### config.mk
export PLATFORM = sky130hd
export DESIGN_NAME = seven_seg_scan_driver
export DESIGN_NICKNAME = d
export VERILOG_FILES = /design/src/rtl/seven_seg_scan_driver.sv
export SDC_FILE = /design/constraint.sdc
export NUM_CORES = 1
export LEC_CHECK = 0
export ABC_AREA = 1
export ABC_CLOCK_PERIOD_IN_PS = 3700
export CAP_MARGIN = 5
export CORE_MARGIN = 2
export CORE_UTILIZATION = 43
export CTS_BUF_LIST = sky130_fd_sc_hd__clkbuf_8
export DETAILED_ROUTE_END_ITERATION = 10
export PLACE_DENSITY = 0.59
export REMOVE_ABC_BUFFERS = 1
export SLEW_MARGIN = 40
export SYNTH_ARGS = -nofsm -noshare
export SYNTH_HDL_FRONTEND = slang
export SYNTH_SLANG_ARGS = --single-unit
### constraint.sdc
create_clock -name clock -period 3.7 [get_ports clock]
set_input_delay 0.555 -clock clock [delete_from_list [all_inputs] [get_ports clock]]
set_output_delay 0.555 -clock clock [all_outputs]
set_load 0.02 [all_outputs]
### src/rtl/seven_seg_scan_driver.sv
// seven_seg_scan_driver: double-dabble BCD conversion of a 14-bit count, shown on a 4-digit multiplexed active-low 7-segment display.
// Optional build macro LEADING_ZERO_BLANK_EN blanks zero digits above the most significant nonzero digit.
module seven_seg_scan_driver #(
    parameter int REFRESH_DIV = 25000
) (
    input  logic        clock,
    input  logic        reset,
    input  logic [13:0] value,
    output logic [3:0]  an,
    output logic [6:0]  seg,
    output logic        dp,
    output logic        busy
);
    localparam int CW = $clog2(REFRESH_DIV);
    typedef enum logic [1:0] {IDLE, SHIFT, DONE} state_t;
    state_t        r_state, w_state_next;
    logic [13:0]   r_last_value, r_shift;
    logic [15:0]   r_bcd, r_disp, w_bcd_adj;
    logic          r_ovf;
    logic [3:0]    r_shift_cnt;
    logic [CW-1:0] r_refresh;
    logic [1:0]    r_idx, w_idx_next;
    logic          w_wrap, w_blank;
    logic [3:0]    w_digit;
    logic [6:0]    r_seg, w_pat, w_seg_next;

    for (genvar g = 0; g < 4; g++) begin : g_adj
        assign w_bcd_adj[4*g +: 4] = (r_bcd[4*g +: 4] >= 4'd5) ? r_bcd[4*g +: 4] + 4'd3 : r_bcd[4*g +: 4];
    end

    // Conversion state register
    always_ff @(posedge clock or posedge reset) begin
        if (reset) r_state <= IDLE;
        else       r_state <= w_state_next;
    end

    // Next state: wait for a new value, shift 14 times, then one DONE cycle
    always_comb begin
        w_state_next = r_state;
        case (r_state)
            IDLE:    w_state_next = (value != r_last_value) ? SHIFT : IDLE;
            SHIFT:   w_state_next = (r_shift_cnt == 4'd13) ? DONE : SHIFT;
            default: w_state_next = IDLE;
        endcase
    end

    // Conversion datapath; the display register only changes in DONE
    always_ff @(posedge clock or posedge reset) begin
        if (reset) begin
            r_last_value <= '0;
            r_shift      <= '0;
            r_bcd        <= '0;
            r_shift_cnt  <= '0;
            r_disp       <= '0;
            r_ovf        <= 1'b0;
        end else begin
            case (r_state)
                IDLE: if (value != r_last_value) begin
                    r_last_value <= value;
                    r_shift      <= value;
                    r_bcd        <= '0;
                    r_shift_cnt  <= '0;
                end
                SHIFT: begin
                    {r_bcd, r_shift} <= {w_bcd_adj, r_shift} << 1;
                    r_shift_cnt      <= r_shift_cnt + 4'd1;
                end
                DONE: begin
                    r_disp <= r_bcd;
                    r_ovf  <= r_last_value > 14'd9999;
                end
                default: ;
            endcase
        end
    end

    assign w_wrap     = r_refresh == CW'(REFRESH_DIV - 1);
    assign w_idx_next = r_idx + {1'b0, w_wrap};
    assign w_digit    = r_disp[4*w_idx_next +: 4];
`ifdef LEADING_ZERO_BLANK_EN
    assign w_blank = (w_idx_next != 2'd0) && ((r_disp >> {w_idx_next, 2'b00}) == 16'd0);
`else
    assign w_blank = 1'b0;
`endif

    // Digit pattern lookup; nibble codes above 9 are blank
    always_comb begin
        w_pat = 7'b1111111;
        case (w_digit)
            4'd0:    w_pat = 7'b1000000;
            4'd1:    w_pat = 7'b1111001;
            4'd2:    w_pat = 7'b0100100;
            4'd3:    w_pat = 7'b0110000;
            4'd4:    w_pat = 7'b0011001;
            4'd5:    w_pat = 7'b0010010;
            4'd6:    w_pat = 7'b0000010;
            4'd7:    w_pat = 7'b1111000;
            4'd8:    w_pat = 7'b0000000;
            4'd9:    w_pat = 7'b0010000;
            default: w_pat = 7'b1111111;
        endcase
    end

    assign w_seg_next = r_ovf ? 7'b0111111 : (w_blank ? 7'b1111111 : w_pat);

    // Free-running scan; seg is decoded for the next index so it changes together with an
    always_ff @(posedge clock or posedge reset) begin
        if (reset) begin
            r_refresh <= '0;
            r_idx     <= '0;
            r_seg     <= 7'b1000000;
        end else begin
            r_refresh <= w_wrap ? '0 : r_refresh + 1'b1;
            r_idx     <= w_idx_next;
            r_seg     <= w_seg_next;
        end
    end

    assign an   = 4'b1111 ^ (4'b0001 << r_idx);
    assign seg  = r_seg;
    assign dp   = 1'b1;
    assign busy = r_state != IDLE;
endmodule

==> results.py, run 1 <==
metrics = {
    "outcome": {
        "run_status": "finished, final reports clean",
    },
    "min_path": {
        "min_path_cells": 1,
        "hold_class": "reg -> reg",
    },
    "power": {
        "p_seq_frac": 0.409,
        "power_mw": 4.01,
        "share_comb_of_total_power": 0.399,
        "p_sw_mw": 1.63,
        "p_sw_frac": 0.406,
        "ir_worst_vdd_mv": 0.299,
        "p_leak_nw": 2.74,
        "power.density_nw_per_um2": 756,
        "p_clk_frac": 0.192,
        "p_int_mw": 2.38,
    },
    "synth": {
        "ys_seq_area_frac": 0.487,
        "syn_inst": 609,
        "synth_compound_area_frac": 0.116,
        "yosysTopAreaCellShare": 0.482,
        "yosys.area_share.simple": 0.259,
        "ys.warnings.count": 0,
        "synth-edff-count": 0,
        "yosysTopAreaCell": "dfrtp_1",
        "synth_cell_type_count": 30,
        "synth_top_family_by_area": "simple AND/OR/NAND/NOR gates",
        "netlist_area_um2": 4680,
        "ys.flop_type": "dfrtp_1",
        "yosys-top-cells-area": "dfrtp_1 48%, nand2_1 15%, o21ai_0 6.6%",
        "synth-xor-area-share": 0.0185,
        "ys_ff_latch": 91,
        "synth.area.mux_share": 0,
        "syn_avg_cell_area_um2": 7.68,
        "async_flop_share": 1.00,
        "synthAdderAreaFrac": 0.0348,
    },
    "clocking": {
        "cts_max_level": 3,
        "cts_root_buf": "clkbuf_8",
        "cts_buffer_depth": 2,
        "path_clk_slew_ns": 0.09,
        "cts_made_buffers": 9,
        "clkLatencyLatePin_ns": 0.36,
        "hold_buffers": 0,
        "post-cts-setup-buffers": 0,
        "cts_tree": "yes",
        "cts.sinks": 91,
        "cts.repair.resized": 0,
    },
    "sta": {
        "setup_viol": 0,
        "skew_ns": 0.0150,
        "period_share": 0.762,
        "hold_viol_final": 0,
        "fin_crit_ns": 2.82,
        "worst-slew-pin-transition_ns": 0.770,
        "tns_ns": 0,
        "timing.slew.headroom": 0.486,
        "rsz0062_at_grt": "false",
        "timing.fmax_mhz": 355,
        "slew_viol_final": 0,
        "holdWs_ns": 0.462,
    },
    "floorplanning": {
        "die_h_um": 108,
        "initial_core_util": 0.435,
        "die_w_um": 108,
        "core-area_um2": 10700,
        "io-pin-count": 29,
        "die_area_um2": 11700,
        "rows": 38,
    },
    "grt": {
        "grt_start_max_net_pins": 48,
        "track_usage": 0.171,
        "antenna_found_initial": 0,
        "grt_pass1_wl_um": 16100,
        "overflow": 0,
        "grt_pass1_vias": 3669,
    },
    "finish": {
        "ff_latch_area_um2": 2280,
        "nets": 659,
        "final_cell_area_um2": 5300,
        "syn2layout_area_growth_pct": 13.4,
        "layout-drive-gt1-share": 0.0598,
        "fill_cells": 1096,
        "antenna_cells": 0,
        "multi_input_area_um2": 2010,
    },
    "place": {
        "gp_congestion": 0.847,
        "hpwl_um": 6220,
        "placed_area_um2": 5080,
        "portBuffers": 27,
    },
    "detailed_routing": {
        "drt_iter0_markers": 186,
        "first_pass_iters": 4,
        "detail-route-antenna-nets": 0,
        "via_count": 3767,
        "wl_per_cell_um": 11.8,
        "viasPerCell": 4.86,
        "drcViolationCount": 0,
        "routed_wl_um": 9120,
    },
    "worst_setup_path": {
        "critPathSlowestCell": "ha_1",
        "worst-path-max-fanout": 17,
        "cpMostUsedCell": "nand2_1",
        "cp.arrival_ns": 3.11,
        "critPathMaxStageDelay_ns": 0.54,
        "path_class": "reg -> reg",
        "critPathRequiredTime_ns": 4.00,
        "path_cells": "ha_1 > nand2_1 > inv_1 > nand3_1 > inv_1 > nand2_1 > inv_1 > ha_1 > o21ai_0 > o21ai_0 > ha_1 > o21ai_0 > nand2_1 > nand2_1",
        "worst_setup_path_end_kind": "register",
        "setup.worst_path.start_class": "register",
        "rr_worst_depth": 14,
    },
    "flow_run": {
        "maxCapViolCount": 0,
    },
}
[synth_stat cells (4+ instances only)]
cell,count
a21oi_1,15
buf_2,9
clkbuf_1,8
dfrtp_1,90
ha_1,13
inv_1,76
inv_2,4
nand2_1,192
nand3_1,52
nand4_1,4
nor2_1,35
o211ai_1,6
o21ai_0,62
o21ai_1,14
xnor2_1,4
xor2_1,4
[stage by stage]
step | worst slack, ns | instances | utilization
2_1_floorplan | 0.783 | 589 | -
5_1_grt | 0.541 | 775 | 0.493
3_5_place_dp | 0.907 | 759 | 0.473
6_report | 0.881 | 775 | 0.493
4_1_cts | 0.874 | 775 | 0.493
3_3_place_gp | 0.997 | 759 | 0.472
[layer usage]
metal	GRT usage	vias to the layer above	part of all wire
li1	-	1972	-
met5	0	-	0
met1	0.216	1738	0.48
met3	0.0319	4	0.030
met2	0.300	53	0.48
met4	0.0504	0	0.0070
[worst max-delay path, delay by kind of cell, from the launching register on]
kind	cells	cell delay (ns)
buffers and inverters	3	0.21
AND/OR/NAND/NOR	5	0.40
adder cells (fa/ha/maj)	3	1.07
AO/OA/AOI/OAI	3	0.67
flip-flops	1	0.40
[power by group through the flow]
stage,registers [mW],logic [mW],clock network [mW]
floorplan,1.64,1.18,0
global placement,1.65,1.57,0
detailed placement,1.66,1.62,0
CTS,1.64,1.62,0.788
global route,1.69,1.89,0.832
finish,1.64,1.60,0.769
[registers in the layout, indices dropped and copies added, names as in the netlist]
register	flops
r_bcd	16
r_disp	16
r_idx	2
r_last_value	14
r_ovf	1
r_refresh	15
r_shift	14
r_shift_cnt	4
r_state	2
seg	7
[placed cells by master, fill, tap and decap left out, types with 5 or more instances in the layout]
cell / Yosys / final
a21oi_1: 15 / 15
clkbuf_8: 0 / 9
clkdlybuf4s50_1: 0 / 27
dfrtp_1: 90 / 90
ha_1: 13 / 13
inv_1: 76 / 75
nand2_1: 192 / 190
nand2_2: 3 / 5
nand3_1: 52 / 52
nor2_1: 35 / 34
o211ai_1: 6 / 6
o21ai_0: 62 / 62
o21ai_1: 14 / 14
[area by class of cell]
type / instances / share of cell area
clock buffers: 9 / 0.0234
repair buffers: 30 / 0.0576
well taps: 140 / 0.0330
inverters: 80 / 0.0576
flip-flops and latches: 91 / 0.430
clock inverters: 7 / 0.0186
multi-input cells: 418 / 0.380
[cells by family (layout without fill, tap and decap cells)]
logic type,count (synthesis),after routing
and+or+nand+nor,294,294
AOI/OAI and AO/OA,101,101
buffers and inverters,100,126
DFF,91,91
adders and majority gates,13,13
xor gates and xnor gates,9,9
other,1,1
[final timing paths]
path / start / end / slack (ns)
setup reg to reg: r_refresh[0] / seg[3] / 0.88
max in group asynchronous: reset / seg[6] / 2.51
setup / recovery: r_refresh[0] / seg[3] / 0.88
min in group asynchronous: reset / r_shift[10] / 0.54
hold reg to reg: r_refresh[0] / r_refresh[0] / 0.46
hold / removal: r_refresh[0] / r_refresh[0] / 0.46
No activity file was read; power rests on OpenSTA's default activity.
==> run 2: changes to the inputs <==
--- a/config.mk
+++ b/config.mk
@@ -6,13 +6,13 @@
 export NUM_CORES = 1
 export LEC_CHECK = 0
 export ABC_AREA = 1
-export ABC_CLOCK_PERIOD_IN_PS = 3700
+export ABC_CLOCK_PERIOD_IN_PS = 2250
 export CAP_MARGIN = 5
 export CORE_MARGIN = 2
 export CORE_UTILIZATION = 43
 export CTS_BUF_LIST = sky130_fd_sc_hd__clkbuf_8
 export DETAILED_ROUTE_END_ITERATION = 10
-export PLACE_DENSITY = 0.59
+export PLACE_DENSITY = 0.61
 export REMOVE_ABC_BUFFERS = 1
 export SLEW_MARGIN = 40
 export SYNTH_ARGS = -nofsm -noshare
==> constraint.sdc (replaced) <==
create_clock -name clock -period 2.25 [get_ports clock]
set_input_delay 0.3375 -clock clock [delete_from_list [all_inputs] [get_ports clock]]
set_output_delay 0.3375 -clock clock [all_outputs]
set_load 0.02 [all_outputs]
==> run 2 against run 1 <==
Compared with the run above: sequential share of layout area fell by 2.8 points; routed wire length grew 3.6%; critical path depth increased by 1; largest power group is now combinational cells; cell area up 6.9%; die area stayed put; register-to-register slack lost 0.80 ns; largest cell class unchanged; global-route usage increased by 0.49 points; clock power is 59% higher.
==> results.py, run 2 (synthesis gave the netlist of run 1 again) <==
metrics = {
    "grt": {
        "overflow": 0,
        "grt_pass1_wl_um": 16600,
        "grt_start_max_net_pins": 92,
        "grt_pass1_vias": 3750,
        "track_usage": 0.176,
        "antenna_found_initial": 0,
    },
    "clocking": {
        "cts_buffer_depth": 2,
        "path_clk_slew_ns": 0.09,
        "cts_max_level": 3,
        "clkLatencyLatePin_ns": 0.35,
        "cts_tree": "yes",
        "cts_root_buf": "clkbuf_8",
        "cts_made_buffers": 9,
        "cts.sinks": 91,
    },
    "worst_setup_path": {
        "rr_worst_depth": 15,
        "timing.rr.start": "r_refresh[1]",
        "r2r-end": "seg[2]",
        "reg2reg_slack_ns": 0.08,
        "worst_setup_path_end_kind": "register",
        "setup.worst_path.start_class": "register",
        "path_class": "reg -> reg",
        "cp.arrival_ns": 2.40,
        "critPathRequiredTime_ns": 2.48,
        "worst-path-max-fanout": 8,
    },
    "place": {
        "portBuffers": 27,
        "hpwl_um": 6340,
        "gp_congestion": 0.860,
        "dpl.cell_count": 790,
    },
    "power": {
        "ir_worst_vdd_mv": 0.581,
        "p_leak_nw": 2.91,
        "power.density_nw_per_um2": 1190,
    },
    "floorplanning": {
        "io-pin-count": 29,
        "die_area_um2": 11700,
        "rows": 38,
        "initial_core_util": 0.435,
        "die_h_um": 108,
        "core-area_um2": 10700,
        "die_w_um": 108,
    },
    "detailed_routing": {
        "routed_wl_um": 9450,
        "via_count": 3964,
        "drt_iter0_markers": 176,
        "viasPerCell": 4.90,
        "first_pass_iters": 4,
        "wl_per_cell_um": 11.7,
        "drcViolationCount": 0,
        "detail-route-antenna-nets": 0,
    },
    "finish": {
        "nets": 694,
        "layout_common_cells": "185 x nand2_1, 90 x dfrtp_1, 72 x inv_1",
        "antenna_cells": 0,
        "fill_cells": 1032,
        "final_common_cell": "nand2_1",
        "syn2layout_area_growth_pct": 21.2,
        "top_regs": "r_bcd (16), r_disp (16), r_refresh (15)",
        "final_cells": 809,
        "layout-drive-gt1-share": 0.138,
    },
    "sta": {
        "timing.fmax_mhz": 461,
        "skew_ns": 0.0129,
        "setup_viol": 0,
        "worst-slew-pin-transition_ns": 0.505,
        "slew_viol_final": 0,
        "rsz0062_at_grt": "true",
        "hold_viol_final": 0,
        "period_share": 0.965,
        "tns_ns": 0,
        "fin_crit_ns": 2.17,
        "timing.slew.headroom": 0.662,
    },
    "min_path": {
        "hold_class": "in -> async",
    },
    "flow_run": {
        "maxCapViolCount": 0,
    },
    "outcome": {
        "run_status": "finished, final reports clean",
    },
}
## run 2: routing by layer
layer / vias to the layer above / wire length, um / global-route usage
li1: 2049 / - / -
met1: 1841 / 4460 / 0.225
met2: 60 / 4550 / 0.302
met3: 14 / 278 / 0.0253
met4: 0 / 157 / 0.0678
met5: - / 0 / 0
## run 2: worst max-delay path, cell delays in order, from the launching register on
cell	delay, ns
dfrtp_1	0.39
ha_2	0.20
nand2_2	0.07
inv_2	0.05
nand3_2	0.06
inv_2	0.03
nand2_2	0.07
inv_2	0.05
ha_4	0.25
buf_4	0.15
o21ai_0	0.21
nand2_2	0.11
nand2_4	0.09
nand2_4	0.07
a21oi_4	0.17
o21ai_1	0.09
## run 2: power by group
part	switching, mW	total [mW]	internal (mW)
combinational	1.69	2.84	1.15
sequential	0.437	2.71	2.27
clock	0.572	1.22	0.647
## run 2: layout make-up
| class | count | area (um2) | area share |
|---|---|---|---|
| tap | 140 | 175 | 0.0309 |
| sequential | 91 | 2280 | 0.402 |
| timing repair buffer | 65 | 584 | 0.103 |
| inverter | 80 | 302 | 0.0532 |
| clock inverter | 5 | 78.8 | 0.0139 |
| multi-input combinational | 418 | 2110 | 0.372 |
| clock buffer | 10 | 138 | 0.0243 |
## run 2: metrics by stage
| step | total power [mW] | setup slack (ns) | utilization | hold slack (ns) | instance area, um2 |
|---|---|---|---|---|---|
| finish | 6.77 | 0.0786 | 0.527 | 0.399 | 5670 |
| global route | 7.44 | -0.0978 | 0.527 | 0.485 | 5670 |
| CTS | 6.75 | 0.000586 | 0.520 | 0.427 | 5590 |
| detailed placement | 5.49 | -0.384 | 0.495 | 0.472 | 5320 |
| global placement | 5.38 | -0.269 | 0.495 | 0.468 | 5320 |
| floorplan | 4.63 | -0.449 | - | 0.433 | 4590 |
## run 2: how the worst max path moves through the flow
| stage | startpoint | endpoint | slack [ns] | cells past startpoint |
|---|---|---|---|---|
| after CTS | r_refresh[1] | seg[6] | 0.0006 | 18 |
| final | r_refresh[1] | seg[2] | 0.08 | 15 |
| after floorplan | reset | r_bcd[0] | -0.45 | 1 |
| after global routing | r_refresh[1] | seg[3] | -0.1 | 17 |
| after global placement | r_refresh[0] | seg[3] | -0.27 | 14 |
| after detailed placement | r_refresh[0] | seg[3] | -0.38 | 14 |
## run 2: timing repair
action                     CTS  global route
pin swaps                    5            12
setup buffers                2             2
hold buffers                 0             0
resized for setup           14            21
setup endpoints to repair    7             8
==> run 3: changes to the inputs <==
--- a/config.mk
+++ b/config.mk
@@ -8,12 +8,11 @@
 export ABC_AREA = 1
 export ABC_CLOCK_PERIOD_IN_PS = 2250
 export CAP_MARGIN = 5
-export CORE_MARGIN = 2
+export CORE_MARGIN = 4
 export CORE_UTILIZATION = 43
 export CTS_BUF_LIST = sky130_fd_sc_hd__clkbuf_8
 export DETAILED_ROUTE_END_ITERATION = 10
 export PLACE_DENSITY = 0.61
-export REMOVE_ABC_BUFFERS = 1
 export SLEW_MARGIN = 40
 export SYNTH_ARGS = -nofsm -noshare
 export SYNTH_HDL_FRONTEND = slang
==> run 3 against run 2 <==
Compared with the run above: non-clock buffer count decreased by 13; die area up 7.5%; routed wire length is 0.74% lower; total power is 1.9% lower; largest cell class unchanged.
==> results.py, run 3 (synthesis gave the netlist of run 1 again) <==
metrics = {
    "outcome": {
        "run_status": "finished, final reports clean",
    },
    "place": {
        "portBuffers": 27,
        "placed_area_um2": 5190,
        "hpwl_um": 6360,
        "gp_congestion": 0.873,
    },
    "sta": {
        "hold_viol_final": 0,
        "setup_viol": 0,
        "worst-slew-pin-transition_ns": 0.509,
        "fin_crit_ns": 2.17,
        "timing.slew.headroom": 0.660,
        "timing.fmax_mhz": 460,
        "skew_ns": 0.0126,
        "period_share": 0.966,
        "rsz0062_at_grt": "true",
        "slew_viol_final": 0,
    },
    "finish": {
        "top_regs": "r_bcd (16), r_disp (16), r_refresh (15)",
        "final_common_cell": "nand2_1",
        "layout-drive-gt1-share": 0.123,
        "syn2layout_area_growth_pct": 18.7,
        "nets": 681,
        "post-route-util": 0.530,
        "final_cell_area_um2": 5550,
        "fill_cells": 1002,
        "antenna_cells": 0,
        "layout_common_cells": "186 x nand2_1, 90 x dfrtp_1, 73 x inv_1",
    },
    "worst_setup_path": {
        "reg2reg_slack_ns": 0.08,
        "timing.rr.start": "r_refresh[1]",
        "path_class": "reg -> reg",
        "r2r-end": "seg[3]",
        "critPathRequiredTime_ns": 2.55,
        "setup.worst_path.start_class": "register",
        "path_delay_family": "adder cells",
        "rr_worst_depth": 17,
        "critPathSlowestCell": "dfrtp_1",
        "worst-path-max-fanout": 6,
        "critPathBufInv": 5,
        "path_cells": "ha_2 > nand2_2 > inv_2 > nand3_2 > inv_2 > nand2_2 > inv_2 > ha_4 > buf_6 > o21ai_1 > nand2_1 > nand2_2 > inv_2 > ha_4 > o21ai_2 > nand2_1 > nand2_1",
        "critPathMaxStageDelay_ns": 0.40,
        "cpMostUsedCell": "inv_2",
        "worst_setup_path_end_kind": "register",
        "cp.arrival_ns": 2.47,
    },
    "detailed_routing": {
        "drt_iter0_markers": 240,
        "routed_wl_um": 9380,
        "drcViolationCount": 0,
        "first_pass_iters": 4,
        "viasPerCell": 4.85,
        "wl_per_cell_um": 11.8,
        "via_count": 3850,
        "detail-route-antenna-nets": 0,
    },
    "power": {
        "power.density_nw_per_um2": 1200,
        "p_leak_nw": 2.85,
        "ir_worst_vdd_mv": 0.591,
    },
    "grt": {
        "track_usage": 0.150,
        "grt_pass1_vias": 3540,
        "grt_start_max_net_pins": 92,
        "antenna_found_initial": 0,
        "grt_pass1_wl_um": 15700,
        "overflow": 0,
    },
    "clocking": {
        "clkLatencyLatePin_ns": 0.36,
        "cts.sinks": 91,
        "cts_max_level": 3,
        "cts_buffer_depth": 2,
        "path_clk_slew_ns": 0.09,
        "cts_root_buf": "clkbuf_8",
        "cts_tree": "yes",
        "cts_made_buffers": 9,
        "hold_buffers": 0,
    },
    "floorplanning": {
        "core-area_um2": 10500,
        "die_area_um2": 12600,
        "rows": 37,
        "die_w_um": 112,
        "die_h_um": 112,
        "io-pin-count": 29,
        "initial_core_util": 0.447,
    },
    "min_path": {
        "hold_class": "in -> async",
    },
    "synth": {
        "syn_nets": 638,
    },
    "flow_run": {
        "maxCapViolCount": 0,
    },
}
run 3: cell type report:
type / instances / area [um2] / share of cell area
well taps: 136 / 170 / 0.0307
inverters: 80 / 304 / 0.0548
flip-flops and latches: 91 / 2280 / 0.411
clock inverters: 6 / 51.3 / 0.00924
repair buffers: 52 / 494 / 0.0891
multi-input cells: 418 / 2110 / 0.381
clock buffers: 10 / 138 / 0.0248
run 3: how the worst max path moves through the flow:
stage,startpoint,to,slack [ns],cells past startpoint
floorplan,r_refresh[0],seg[3],0.002,18
global placement,r_refresh[0],seg[3],0.06,15
detailed placement,r_refresh[0],seg[3],-0.007,15
CTS,r_refresh[0],seg[3],0.02,17
global route,r_refresh[0],seg[3],-0.05,17
finish,r_refresh[1],seg[3],0.08,17
run 3: through the flow:
step / hold WS (ns) / TNS, ns / std cells / power, mW / worst slack, ns
2_1_floorplan: 0.437 / 0 / 609 / 4.70 / 0.00184
3_3_place_gp: 0.467 / 0 / 767 / 5.38 / 0.0563
4_1_cts: 0.467 / 0 / 784 / 6.59 / 0.0244
5_1_grt: 0.491 / -0.195 / 793 / 7.29 / -0.0536
6_report: 0.427 / 0 / 793 / 6.64 / 0.0771
3_5_place_dp: 0.473 / -0.00672 / 767 / 5.47 / -0.00672
run 3: power by group:
part           leakage, nW  total [mW]  switching, mW  internal [mW]
Sequential            1.12        2.70          0.432           2.27
Clock                0.110        1.09          0.558          0.529
Combinational         1.62        2.85           1.68           1.16
Total                 2.85        6.64           2.67           3.97
run 3: worst reg2reg max path: cells and delay by family, from the launching register on:
kind | cells | cell delay, ns
fa+ha+maj | 3 | 0.68
simple gates | 7 | 0.47
compound gates | 2 | 0.26
buf+inv | 5 | 0.32
flops | 1 | 0.40
run 3: metal layers:
metal	part of all wire	track usage
met5	0	0
met4	0.016	0.0577
met3	0.030	0.0356
met2	0.46	0.236
met1	0.50	0.201
run 3: repair_timing:
action,CTS,global route
pin swaps,1,14
setup buffers,1,9
endpoints found under the setup margin,2,6
gates resized for setup,3,29
